==> src/rtl/unidade_load_store.sv <==
// unidade_load_store
// Load/store controller between the memory-access stage of the processor and
// a data memory with a registered read port. One request is handled at a time.
// Word stores write directly. Loads read the memory and return the word or an
// extended byte. Byte stores do a read-modify-write so that the other lane of
// the stored word is preserved.
//
// Ports:
//   clock            system clock, rising edge
//   reset            asynchronous, active-low reset
//   req              request strobe, only looked at while idle
//   escrita          1 = store, 0 = load
//   byte_acc         1 = byte access, 0 = word access
//   sel_byte         byte lane (0 = [7:0], 1 = [15:8])
//   com_sinal        byte load: 1 = sign-extend, 0 = zero-extend
//   endereco_in      word address of the request
//   dado_in          store data (a byte store uses the low 8 bits)
//   dado_out         registered load result
//   ocupado          high while an operation is in progress
//   pronto           one-cycle completion pulse
//   mem_hab_escrita  memory write enable
//   mem_endereco     memory address (held after completion)
//   mem_entrada      memory write data
//   mem_saida        memory read data, valid one cycle after the address
module unidade_load_store #(
   parameter int bits_palavra  = 16,
   parameter int end_registros = 16
) (
   input  logic                     clock,
   input  logic                     reset,
   input  logic                     req,
   input  logic                     escrita,
   input  logic                     byte_acc,
   input  logic                     sel_byte,
   input  logic                     com_sinal,
   input  logic [end_registros-1:0] endereco_in,
   input  logic [bits_palavra-1:0]  dado_in,
   output logic [bits_palavra-1:0]  dado_out,
   output logic                     ocupado,
   output logic                     pronto,
   output logic                     mem_hab_escrita,
   output logic [end_registros-1:0] mem_endereco,
   output logic [bits_palavra-1:0]  mem_entrada,
   input  logic [bits_palavra-1:0]  mem_saida
);

   typedef enum logic [1:0] {
      OCIOSO  = 2'd0,
      LE      = 2'd1,
      CAPTURA = 2'd2,
      ESCREVE = 2'd3
   } estado_t;

   estado_t estado;
   estado_t proximo;

   logic                     aceita;
   logic                     conclui;
   logic                     escrita_r;
   logic                     byte_r;
   logic                     sel_r;
   logic                     sinal_r;
   logic [7:0]               byte_dado_r;
   logic [end_registros-1:0] endereco_r;
   logic [bits_palavra-1:0]  entrada_r;
   logic [bits_palavra-1:0]  dado_out_r;
   logic                     pronto_r;
   logic [7:0]               faixa;
   logic [bits_palavra-1:0]  carga;
   logic [bits_palavra-1:0]  mesclado;

   // State register. Reset returns to idle at once, which also drops the
   // write enable, so an aborted byte store never reaches the memory.
   always_ff @(posedge clock or negedge reset) begin
      if (!reset) begin
         estado <= OCIOSO;
      end else begin
         estado <= proximo;
      end
   end

   // Next-state logic. 'aceita' marks the edge that latches a new request;
   // 'conclui' marks the last busy cycle, so pronto rises in the first idle
   // cycle that follows.
   always_comb begin
      proximo = estado;
      aceita  = 1'b0;
      conclui = 1'b0;
      case (estado)
         OCIOSO: begin
            if (req) begin
               aceita  = 1'b1;
               proximo = (escrita && !byte_acc) ? ESCREVE : LE;
            end
         end
         LE: begin
            proximo = CAPTURA;
         end
         CAPTURA: begin
            if (escrita_r) begin
               proximo = ESCREVE;
            end else begin
               proximo = OCIOSO;
               conclui = 1'b1;
            end
         end
         ESCREVE: begin
            proximo = OCIOSO;
            conclui = 1'b1;
         end
         default: begin
            proximo = OCIOSO;
         end
      endcase
   end

   // Data returned by the memory in CAPTURA: the load result (word, or the
   // selected lane extended) and the merged word for a byte store, where the
   // lane not being written keeps the value just read.
   always_comb begin
      faixa    = sel_r ? mem_saida[15:8] : mem_saida[7:0];
      carga    = mem_saida;
      mesclado = mem_saida;
      if (byte_r) begin
         if (sinal_r) begin
            carga = {{(bits_palavra-8){faixa[7]}}, faixa};
         end else begin
            carga = {{(bits_palavra-8){1'b0}}, faixa};
         end
      end
      if (sel_r) begin
         mesclado = {byte_dado_r, mem_saida[7:0]};
      end else begin
         mesclado = {mem_saida[15:8], byte_dado_r};
      end
   end

   // Request latches and result registers. The write-data register takes the
   // store word on accept (used directly by a word store) and is overwritten
   // with the merged word in CAPTURA for a byte store. dado_out only changes
   // when a load completes.
   always_ff @(posedge clock or negedge reset) begin
      if (!reset) begin
         escrita_r   <= 1'b0;
         byte_r      <= 1'b0;
         sel_r       <= 1'b0;
         sinal_r     <= 1'b0;
         byte_dado_r <= '0;
         endereco_r  <= '0;
         entrada_r   <= '0;
         dado_out_r  <= '0;
         pronto_r    <= 1'b0;
      end else begin
         pronto_r <= conclui;
         if (aceita) begin
            escrita_r   <= escrita;
            byte_r      <= byte_acc;
            sel_r       <= sel_byte;
            sinal_r     <= com_sinal;
            byte_dado_r <= dado_in[7:0];
            endereco_r  <= endereco_in;
            entrada_r   <= dado_in;
         end
         if (estado == CAPTURA) begin
            if (escrita_r) begin
               entrada_r <= mesclado;
            end else begin
               dado_out_r <= carga;
            end
         end
      end
   end

   // Outputs are taken from registers or from the state register only.
   assign dado_out        = dado_out_r;
   assign pronto          = pronto_r;
   assign ocupado         = (estado != OCIOSO);
   assign mem_hab_escrita = (estado == ESCREVE);
   assign mem_endereco    = endereco_r;
   assign mem_entrada     = entrada_r;

endmodule

==> config.mk <==
export PLATFORM = sky130hd
export DESIGN_NAME = unidade_load_store
export DESIGN_NICKNAME = d
export VERILOG_FILES = /design/src/rtl/unidade_load_store.sv
export SDC_FILE = /design/constraint.sdc
export NUM_CORES = 1
export LEC_CHECK = 0
export ABC_AREA = 1
export BUFFER_PORTS_ARGS = -buffer_cell sky130_fd_sc_hd__buf_2
export CAP_MARGIN = 20
export CORE_UTILIZATION = 35
export CTS_CLUSTER_DIAMETER = 100
export DETAILED_ROUTE_END_ITERATION = 16
export PLACE_DENSITY_LB_ADDON = 0.08
export REMOVE_ABC_BUFFERS = 1
export SYNTH_ARGS = -nofsm -noshare
export SYNTH_HDL_FRONTEND = slang
export SYNTH_SLANG_ARGS = --single-unit
==> constraint.sdc <==
create_clock -name clock -period 1.4 [get_ports clock]
set_input_delay 0.07 -clock clock [delete_from_list [all_inputs] [get_ports clock]]
set_output_delay 0.07 -clock clock [all_outputs]
set_load 0.02 [all_outputs]
==> results of run 1 <==
==> routing by layer <==
metal / track usage (%) / share of wire (%)
met1: 29.5 / 50
met2: 32.2 / 44
met3: 3.56 / 4.2
met4: 8.33 / 1.9
met5: 0 / 0
==> how the worst max path moves through the flow <==
stage,start,endpoint,slack [ps],cells after the start
after detailed placement,estado[1]$_DFFE_PN0P_,byte_dado_r[3]$_DFFE_PN0N_,100,5
after global placement,estado[1]$_DFFE_PN0P_,mem_entrada[13]$_DFF_PN0_,140,6
after floorplan,estado[1]$_DFFE_PN0P_,byte_dado_r[3]$_DFFE_PN0N_,-430,5
after global routing,estado[1]$_DFFE_PN0P_,byte_dado_r[6]$_DFFE_PN0N_,-20,5
final,estado[1]$_DFFE_PN0P_,ocupado,100,4
after CTS,estado[1]$_DFFE_PN0P_,ocupado,7,4
==> what timing repair did <==
item,CTS,global route
buffers inserted,0,3
hold endpoints to repair,98,0
hold buffers,28,0
gates resized for setup,2,1
setup endpoints to repair,1,7
==> cells by family after synthesis <==
family,synth area share (%)
simple gates,27.3
buf+inv,10.9
compound gates,8.75
flops,53.0
==> state kept, by name (all words and copies together) (netlist names) <==
register      cells
sel_r             1
dado_out         16
mem_endereco     16
byte_r            1
pronto            1
mem_entrada      16
byte_dado_r       8
sinal_r           1
escrita_r         1
estado            2
==> power by group <==
part	internal (mW)	switching, mW	leakage (nW)	total [mW]
clock network	0.864	0.714	0.100	1.58
logic	1.66	3.08	1.52	4.74
registers	2.73	0.454	0.763	3.19
total	5.25	4.25	2.38	9.50
==> critical path, stage by stage, from the launching register on <==
cell	delay (ps)
sky130_fd_sc_hd__dfrtp_1	430
sky130_fd_sc_hd__nor2_2	150
sky130_fd_sc_hd__buf_6	140
sky130_fd_sc_hd__inv_1	30
sky130_fd_sc_hd__buf_2	140
==> final cells by class <==
| type | instances | area [µm²] | area share (%) |
|---|---|---|---|
| sequential | 63 | 1580 | 38.1 |
| clock inverter | 4 | 45.0 | 1.09 |
| timing repair buffer | 148 | 935 | 22.6 |
| multi-input combinational | 240 | 1080 | 26.2 |
| tap | 105 | 131 | 3.18 |
| clock buffer | 12 | 145 | 3.51 |
| inverter | 58 | 220 | 5.33 |
==> layout by cell type, fill, tap and decap left out <==
master                          instances
sky130_fd_sc_hd__dfrtp_1               63
sky130_fd_sc_hd__o211ai_1              15
sky130_fd_sc_hd__o21ai_0               16
sky130_fd_sc_hd__clkbuf_8              10
sky130_fd_sc_hd__inv_2                  1
sky130_fd_sc_hd__clkinv_2               3
sky130_fd_sc_hd__inv_4                  1
sky130_fd_sc_hd__inv_1                 56
sky130_fd_sc_hd__nand3b_1               8
sky130_fd_sc_hd__a21boi_0               1
sky130_fd_sc_hd__nand2_2                1
sky130_fd_sc_hd__a21oi_1                9
sky130_fd_sc_hd__o21ai_1                3
sky130_fd_sc_hd__clkbuf_1               2
sky130_fd_sc_hd__nand3_2                3
sky130_fd_sc_hd__buf_12                 1
sky130_fd_sc_hd__buf_4                 13
sky130_fd_sc_hd__buf_6                  1
sky130_fd_sc_hd__bufinv_16              1
sky130_fd_sc_hd__dlygate4sd3_1         28
sky130_fd_sc_hd__nand2_1              140
sky130_fd_sc_hd__nor2_2                 1
sky130_fd_sc_hd__nor2_1                18
sky130_fd_sc_hd__buf_2                105
sky130_fd_sc_hd__nand3_1               25
==> stage by stage <==
stage	utilization, %	cells	total power [mW]
after floorplan	-	361	6.07
after global placement	44.2	583	7.76
after detailed placement	44.2	583	7.81
after CTS	50.0	627	9.52
after global routing	50.3	630	10.3
final	50.3	630	9.50
==> metrics.txt, run 1 <==
width of the chip=roughly 94 µm; Slew headroom=75.2%; beginning of the worst register-to-register path=estado[1]$_DFFE_PN0P_; most common cell in the netlist=sky130_fd_sc_hd__nand2_1; status=finished, final reports clean; peak fanout along the critical path=5; total core area=slightly above 8000 µm²; kind of critical path=reg2out; area fraction of the dominant cell type after synthesis=53.0%; distinct cell type count after synthesis=19; pin count of the biggest net entering global routing=64; EDFF count, synth=0; sequential area share after synthesis=53.0%; wire length of the first global-routing pass=about 14,000 µm; vias per std cell=between 4 and 5; Post-route DRC=0; Final #Nets=about 580; hold path startpoint=mem_saida[10]; number of failing hold endpoints at the final stage=0; number of buffers added by the clock tree synthesis step=9; share of the clock period used by the worst path after layout=93.1%; setup repair after global routing missed its margin=true; final number of max-transition violations=0; aggregate routed wire length=roughly 8600 µm; VDD IR-drop max=just over 0.0007 V; remaining global-route overflow=0; overall routing resource usage=roughly a fifth; pwr/cell area=2300 nW/µm²; shortest clock period the worst path allows after layout=between 1000 and 1500 ps; capturing element type of the critical path=output port; worst hold-check path type=in2reg; full die area=about 9000 µm²; leakage component of the power=around 2.4 nW; clock latency at the later pin of the worst-skew pair=between 300 and 400 ps; worst hold slack after final layout=roughly 8.4 ps; First DRT Iteration DRCs=151; Port Buffer Count=about 110; end point of the most critical hold path=mem_entrada[10]$_DFF_PN0_; routed wirelength normalized by instance count=between 10 and 15 µm; reg2reg end=byte_dado_r[6]$_DFFE_PN0N_; TNS Setup=0 ps; worst path setup slack after routing=approximately 97 ps; number of synthesized register bits=63; number of rows created at floorplan=33; Vert. Die Dim=~94 µm; worst slew pin tran=around 370 ps; number of warnings printed during yosys synthesis=0; effective utilization at floorplan=36.2%; fill cell count=between 800 and 900; maximum clock path buffer count=2; RePlAce Congestion=just under 0.8; area growth from synthesis to layout=39.0%; root cell of the clock tree=sky130_fd_sc_hd__clkbuf_8; setup-violating endpoint count in the final report=0; ys flop type=sky130_fd_sc_hd__dfrtp_1; ranking of synthesized cells by area=sky130_fd_sc_hd__dfrtp_1 53%, sky130_fd_sc_hd__nand2_1 18%, sky130_fd_sc_hd__inv_1 7.1%; slack of the worst reg-to-reg path=110 ps; Required @ worst endpoint=roughly 1300 ps; cell area reported after detailed placement=about 3600 µm²; clock-pin slew of the registers on the worst-case setup and hold paths=80 ps; antenna diode instance count=0; antenna violation net count after detailed routing=0; count of mapped cells out of synthesis=~380; number of cells on the worst hold path=3; Mapped Area=between 2000 and 3000 µm²; fraction of layout cells with a size suffix above 1=approximately 27%; largest area contributor in the synthesized netlist=sky130_fd_sc_hd__dfrtp_1; clock tree from TritonCTS=done; cell count of the worst reg-to-reg path=5; H-tree depth=3; via count of the first global-routing pass=roughly 2,900; clock net sink count=63; IO Count=between 100 and 150; share of flip-flops with an asynchronous set or reset=100%; Post-Route Skew=just over 10 ps; iteration count of the initial detailed-routing pass=4; Max Clock Freq=approximately 770 MHz; Design Area, Final=a little over 4000 µm²; Setup crit start kind=flip-flop; Avg Cell Area, Syn=between 7 and 8 µm²; initial antenna violation count=0; arrival time of data at the critical path endpoint=roughly 1200 ps; half-perimeter wire length of the detailed placement result=approximately 5500 µm; number of max-cap violations=0; Post-Place Worst Slack=between 90 and 100 ps; most instantiated cells after synthesis=140 x sky130_fd_sc_hd__nand2_1, 63 x sky130_fd_sc_hd__dfrtp_1, 56 x sky130_fd_sc_hd__inv_1; via count of the routed design=2,901
No activity file was read; power rests on OpenSTA's default activity.
==> inputs of run 2 (changes only) <==
--- a/config.mk
+++ b/config.mk
@@ -8,9 +8,10 @@
 export ABC_AREA = 1
 export BUFFER_PORTS_ARGS = -buffer_cell sky130_fd_sc_hd__buf_2
 export CAP_MARGIN = 20
-export CORE_UTILIZATION = 35
+export CORE_UTILIZATION = 50
 export CTS_CLUSTER_DIAMETER = 100
 export DETAILED_ROUTE_END_ITERATION = 16
+export GPL_TIMING_DRIVEN = 1
 export PLACE_DENSITY_LB_ADDON = 0.08
 export REMOVE_ABC_BUFFERS = 1
 export SYNTH_ARGS = -nofsm -noshare
==> run 2 against run 1 <==
  * Core utilization rose by 22 points
  * Largest power group unchanged
  * Design area shrank 1.3%
  * Clock power about the same
  * Non-clock buffer count fell by 3
  * Clock skew decreased by 5.6 ps
  * Worst setup slack worse by 38 ps
  * Highest routed layer unchanged
  * Die area down 29%
  * Final cell count down 5.7%
==> metrics.txt, run 2 (synthesized netlist as in run 1, its figures left out) <==
Sw Ratio=44.5%; Slew headroom=approximately 77%; most frequent cells in the layout=139 x sky130_fd_sc_hd__nand2_1, 105 x sky130_fd_sc_hd__buf_2, 63 x sky130_fd_sc_hd__dfrtp_1, 56 x sky130_fd_sc_hd__inv_1, 28 x sky130_fd_sc_hd__dlygate4sd3_1; effective utilization at floorplan=approximately 53%; number of standard cells in the final layout excluding fillers=between 500 and 600; clock share of power=16.6%; Post-route DRC=0; reg2reg end=byte_dado_r[6]$_DFFE_PN0N_; Post-Place Worst Slack=91.2 ps; total core area=roughly 5600 µm²; kind of critical path=reg2out; most common library cell in the layout ignoring fill and taps=sky130_fd_sc_hd__nand2_1; switching pwr=between 4 and 5 mW; status=finished, final reports clean; shortest clock period the worst path allows after layout=between 1000 and 1500 ps; Largest stage delay, worst path=410 ps; total design power=9.38 mW; post-CTS setup buffer count=0; VDD IR-drop max=0.00126 V; fraction of power consumed by sequential logic=34.1%; maximum clock path buffer count=2; width of the chip=between 70 and 80 µm; antenna violation net count after detailed routing=0; RePlAce Congestion=about 0.83; aggregate routed wire length=about 7700 µm; number of failing hold endpoints at the final stage=0; capturing element type of the critical path=output port; final number of max-transition violations=0; initial antenna violation count=0; Setup crit end=ocupado; clock latency at the later pin of the worst-skew pair=330 ps; TNS Setup=0 ps; remaining global-route overflow=0; CP startpoint=estado[0]$_DFFE_PN0P_; vias per std cell=about 4.9; peak fanout along the critical path=10; total internal power=between 5 and 6 mW; root cell of the clock tree=sky130_fd_sc_hd__clkbuf_8; full die area=between 6000 and 7000 µm²; IO Count=106; share of the clock period used by the worst path after layout=95.8%; First DRT Iteration DRCs=around 150; worst hold-check path type=in2reg; leakage component of the power=about 2.4 nW; number of max-cap violations=0; Vert. Die Dim=roughly 80 µm; cell area reported after detailed placement=3590 µm²; number of buffers added by the clock tree synthesis step=9; buffers plus inverters on the worst setup path=3; worst path setup slack after routing=between 50 and 60 ps; wire length of the first global-routing pass=about 13,000 µm; total number of cells along the worst setup path=4; pin count of the biggest net entering global routing=64; Setup crit start kind=flip-flop; cell with the largest stage delay on the worst path=sky130_fd_sc_hd__dfrtp_1; post-placement cell count=between 500 and 600; setup-violating endpoint count in the final report=0; setup repair after global routing missed its margin=false; H-tree depth=3; arrival time of data at the critical path endpoint=~1300 ps; half-perimeter wire length of the detailed placement result=roughly 5000 µm; fraction of layout cells with a size suffix above 1=a little over a quarter; clock net sink count=63; beginning of the worst register-to-register path=estado[0]$_DFFE_PN0P_; worst slew pin tran=between 300 and 400 ps; fill cell count=477; slack of the worst reg-to-reg path=approximately 140 ps; Design Area, Final=4080 µm²; cell family with most CP delay=flip-flops; via count of the routed design=slightly below 3,000; overall routing resource usage=a little over a quarter; iteration count of the initial detailed-routing pass=5; worst hold slack after final layout=about 23 ps; Post-Route Skew=~4.7 ps; clock-pin slew of the registers on the worst-case setup and hold paths=roughly 70 ps; critical path cell sequence=nor2_2, buf_6, inv_1, buf_2; pwr/cell area=around 2300 nW/µm²; Max Clock Freq=about 750 MHz; number of rows created at floorplan=27; Final #Nets=572; Required @ worst endpoint=~1300 ps; clock tree from TritonCTS=done; Port Buffer Count=~110; antenna diode instance count=0; relative contribution of combinational cells to total power=49.2%; via count of the first global-routing pass=2,727; area growth from synthesis to layout=37.1%; cell count of the worst reg-to-reg path=5; utilization after layout=just over 70%; routed wirelength normalized by instance count=13.0 µm
run 2: cell types whose count changed in the layout (fill, tap and decap cells not counted), sizes merged:
cell	change
buf	-3
run 2: final cells by class:
class / instances / area (µm²) / area share (%)
sequential: 63 / 1580 / 38.7
tap: 72 / 90.1 / 2.21
timing repair buffer: 145 / 916 / 22.5
multi-input combinational: 240 / 1080 / 26.6
clock inverter: 4 / 45.0 / 1.10
clock buffer: 12 / 145 / 3.56
inverter: 58 / 223 / 5.46
run 2: how the worst min path moves through the flow:
stage | start | to | slack, ps | depth (start not counted)
2_1_floorplan | reset | byte_dado_r[0]$_DFFE_PN0N_ | -230 | 0
3_3_place_gp | reset | mem_endereco[0]$_DFFE_PN0N_ | 110 | 2
3_5_place_dp | reset | mem_endereco[0]$_DFFE_PN0N_ | 110 | 2
4_1_cts | mem_saida[11] | mem_entrada[11]$_DFF_PN0_ | 20 | 3
5_1_grt | mem_saida[9] | mem_entrada[9]$_DFF_PN0_ | 40 | 3
6_report | mem_saida[12] | mem_entrada[12]$_DFF_PN0_ | 20 | 3
run 2: what timing repair did:
action | 4_1_cts | 5_1_grt
gates cloned | 0 | 0
pin swaps | 0 | 0
endpoints found under the setup margin | 1 | 44
endpoints found under the hold margin | 98 | 0
resized for setup | 1 | 5
hold buffers | 28 | 0
run 2: power groups by stage:
stage	Sequential, mW	Clock, mW	Combinational (mW)
6_report	3.20	1.56	4.62
5_1_grt	3.29	1.64	5.21
4_1_cts	3.18	1.58	4.62
3_5_place_dp	3.20	0	4.53
3_3_place_gp	3.19	0	4.44
2_1_floorplan	4.14	0	1.94
run 2: metal layers:
metal  global-route usage (%)  wire length, µm  vias up
li1                         -                -     1440
met1                     37.9             3610     1345
met2                     42.2             3540       97
met3                     4.14              468       14
met4                     10.7              133        0
met5                        0                0        -
run 2: tightest hold or removal path, delay by kind of cell:
family	cells	cell delay (ps)
compound gates	1	80
buf+inv	1	110
simple gates	1	50
==> inputs of run 3 (changes only) <==
--- a/config.mk
+++ b/config.mk
@@ -8,6 +8,7 @@
 export ABC_AREA = 1
 export BUFFER_PORTS_ARGS = -buffer_cell sky130_fd_sc_hd__buf_2
 export CAP_MARGIN = 20
+export CORE_MARGIN = 4
 export CORE_UTILIZATION = 50
 export CTS_CLUSTER_DIAMETER = 100
 export DETAILED_ROUTE_END_ITERATION = 16
==> run 3 against run 2 <==
  * Clock power decreased by 4%
  * Sequential power about the same
  * Sequential cell count stayed put
  * Count of clock-buffer cells in the layout fell by 1
  * Largest cell class unchanged
==> metrics.txt, run 3 (synthesized netlist as in run 1, its figures left out) <==
status=finished, final reports clean; Vert. Die Dim=about 85 µm; arrival time of data at the critical path endpoint=between 1000 and 1500 ps; clock-pin slew of the registers on the worst-case setup and hold paths=roughly 70 ps; number of failing hold endpoints at the final stage=0; Port Buffer Count=105; clock latency at the later pin of the worst-skew pair=330 ps; number of cells on the worst hold path=3; Final #Nets=~570; root cell of the clock tree=sky130_fd_sc_hd__clkbuf_8; Setup crit start kind=flip-flop; relative contribution of combinational cells to total power=approximately 50%; fraction of power consumed by sequential logic=around 34%; clock tree from TritonCTS=done; Max Clock Freq=749 MHz; full die area=7250 µm²; First DRT Iteration DRCs=around 180; capturing element type of the critical path=output port; RePlAce Congestion=0.803; VDD IR-drop max=0.00147 V; leakage component of the power=about 2.4 nW; number of buffers added by the clock tree synthesis step=9; switching pwr=approximately 4.2 mW; H-tree depth=3; worst hold slack after final layout=roughly 28 ps; most common library cell in the layout ignoring fill and taps=sky130_fd_sc_hd__nand2_1; global routing usage on met3=under 10%; Post-Route Skew=roughly 11 ps; overall routing resource usage=roughly a quarter; effective utilization at floorplan=52.7%; setup-violating endpoint count in the final report=0; slack of the worst reg-to-reg path=between 150 and 200 ps; iteration count of the initial detailed-routing pass=4; via count of the first global-routing pass=about 3,000; Required @ worst endpoint=between 1000 and 1500 ps; number of rows created at floorplan=27; via count of the routed design=2,950; reg2reg end=byte_r$_DFFE_PN0N_; kind of critical path=reg2out; routed wirelength normalized by instance count=13.7 µm; setup repair after global routing missed its margin=false; beginning of the worst register-to-register path=estado[0]$_DFFE_PN0P_; number of max-cap violations=0; clock net sink count=between 60 and 70; IO Count=106; worst slew pin tran=458 ps; hold path startpoint=mem_saida[11]; half-perimeter wire length of the detailed placement result=roughly 5600 µm; final number of max-transition violations=0; peak fanout along the critical path=10; Sw Ratio=44.8%; width of the chip=around 85 µm; initial antenna violation count=0; pwr/cell area=roughly 2300 nW/µm²; wire length of the first global-routing pass=between 10,000 and 15,000 µm; cell count of the worst reg-to-reg path=5; most frequent cells in the layout=140 x sky130_fd_sc_hd__nand2_1, 105 x sky130_fd_sc_hd__buf_2, 63 x sky130_fd_sc_hd__dfrtp_1, 56 x sky130_fd_sc_hd__inv_1, 28 x sky130_fd_sc_hd__dlygate4sd3_1; Slew headroom=69.4%; aggregate routed wire length=between 8000 and 9000 µm; shortest clock period the worst path allows after layout=1330 ps; vias per std cell=approximately 5.0; most used routing layer in global routing=met2; clock share of power=roughly 16%; maximum clock path buffer count=2; antenna diode instance count=0; remaining global-route overflow=0; total internal power=around 5.2 mW; met1 track demand over resource in global routing=30.2%; fill cell count=about 470; total design power=about 9.4 mW; pin count of the biggest net entering global routing=a little under 50; share of the clock period used by the worst path after layout=between 90% and 100%; total core area=5640 µm²; GR met2 Demand/Resource=39.8%; antenna violation net count after detailed routing=0; worst hold-check path type=in2reg; fraction of layout cells with a size suffix above 1=a little over a quarter; area growth from synthesis to layout=36.9%; end point of the most critical hold path=mem_entrada[11]$_DFF_PN0_; Post-route DRC=0
## run 3: cell count changes in the layout (fill, tap and decap cells not counted), sizes merged
cell and change:
buf +2, clkinvlp +1, clkinv -1, clkbuf -1
## run 3: worst max-delay path: stages, from the launching register on
cell and delay [ps]:
sky130_fd_sc_hd__dfrtp_1 400, sky130_fd_sc_hd__nor2_2 160, sky130_fd_sc_hd__buf_6 170, sky130_fd_sc_hd__inv_1 50, sky130_fd_sc_hd__buf_2 150
## run 3: final cells by class
cell class	instances	area, µm²	share of cell area (%)
Tap cell	72	90.1	2.21
Timing Repair Buffer	147	927	22.8
Sequential cell	63	1580	38.7
Inverter	58	223	5.47
Multi-Input combinational cell	240	1080	26.4
Clock inverter	4	47.5	1.17
Clock buffer	11	131	3.23
## run 3: what timing repair did
action	CTS	global route
endpoints found under the hold margin	49	0
setup buffers	0	0
hold buffers	28	0
resized for setup	2	1
endpoints found under the setup margin	1	2
cloned	0	0
## run 3: metal layers
layer / vias up / part of all wire, %
li1: 1445 / -
met1: 1388 / 43
met2: 104 / 48
met3: 13 / 7.2
met4: 0 / 1.8
met5: - / 0
## run 3: worst max path at each step
stage / endpoint / slack, ps / startpoint
6_report: ocupado / 70 / estado[0]$_DFFE_PN0P_
5_1_grt: ocupado / 4 / estado[0]$_DFFE_PN0P_
4_1_cts: ocupado / 50 / estado[0]$_DFFE_PN0P_
3_5_place_dp: mem_entrada[6]$_DFF_PN0_ / 140 / estado[0]$_DFFE_PN0P_
3_3_place_gp: byte_dado_r[5]$_DFFE_PN0N_ / 210 / estado[0]$_DFFE_PN0P_
2_1_floorplan: byte_dado_r[3]$_DFFE_PN0N_ / -430 / estado[1]$_DFFE_PN0P_
## run 3: power by group through the flow
stage / clock network (mW) / registers [mW] / logic (mW)
global placement: 0 / 3.17 / 4.50
detailed placement: 0 / 3.19 / 4.61
global route: 1.61 / 3.28 / 5.23
CTS: 1.53 / 3.18 / 4.70
floorplan: 0 / 4.14 / 1.94
finish: 1.50 / 3.19 / 4.68
## run 3: stage by stage
step	cells	utilization [%]	area, µm²	setup TNS (ps)	setup WS (ps)
2_1_floorplan	361	-	2870	-16850	-426
3_3_place_gp	552	63.9	3600	0	209
3_5_place_dp	552	63.9	3600	0	143
4_1_cts	595	72.1	4070	0	49.2
5_1_grt	595	72.2	4070	0	4.26
6_report	595	72.2	4070	0	65.5
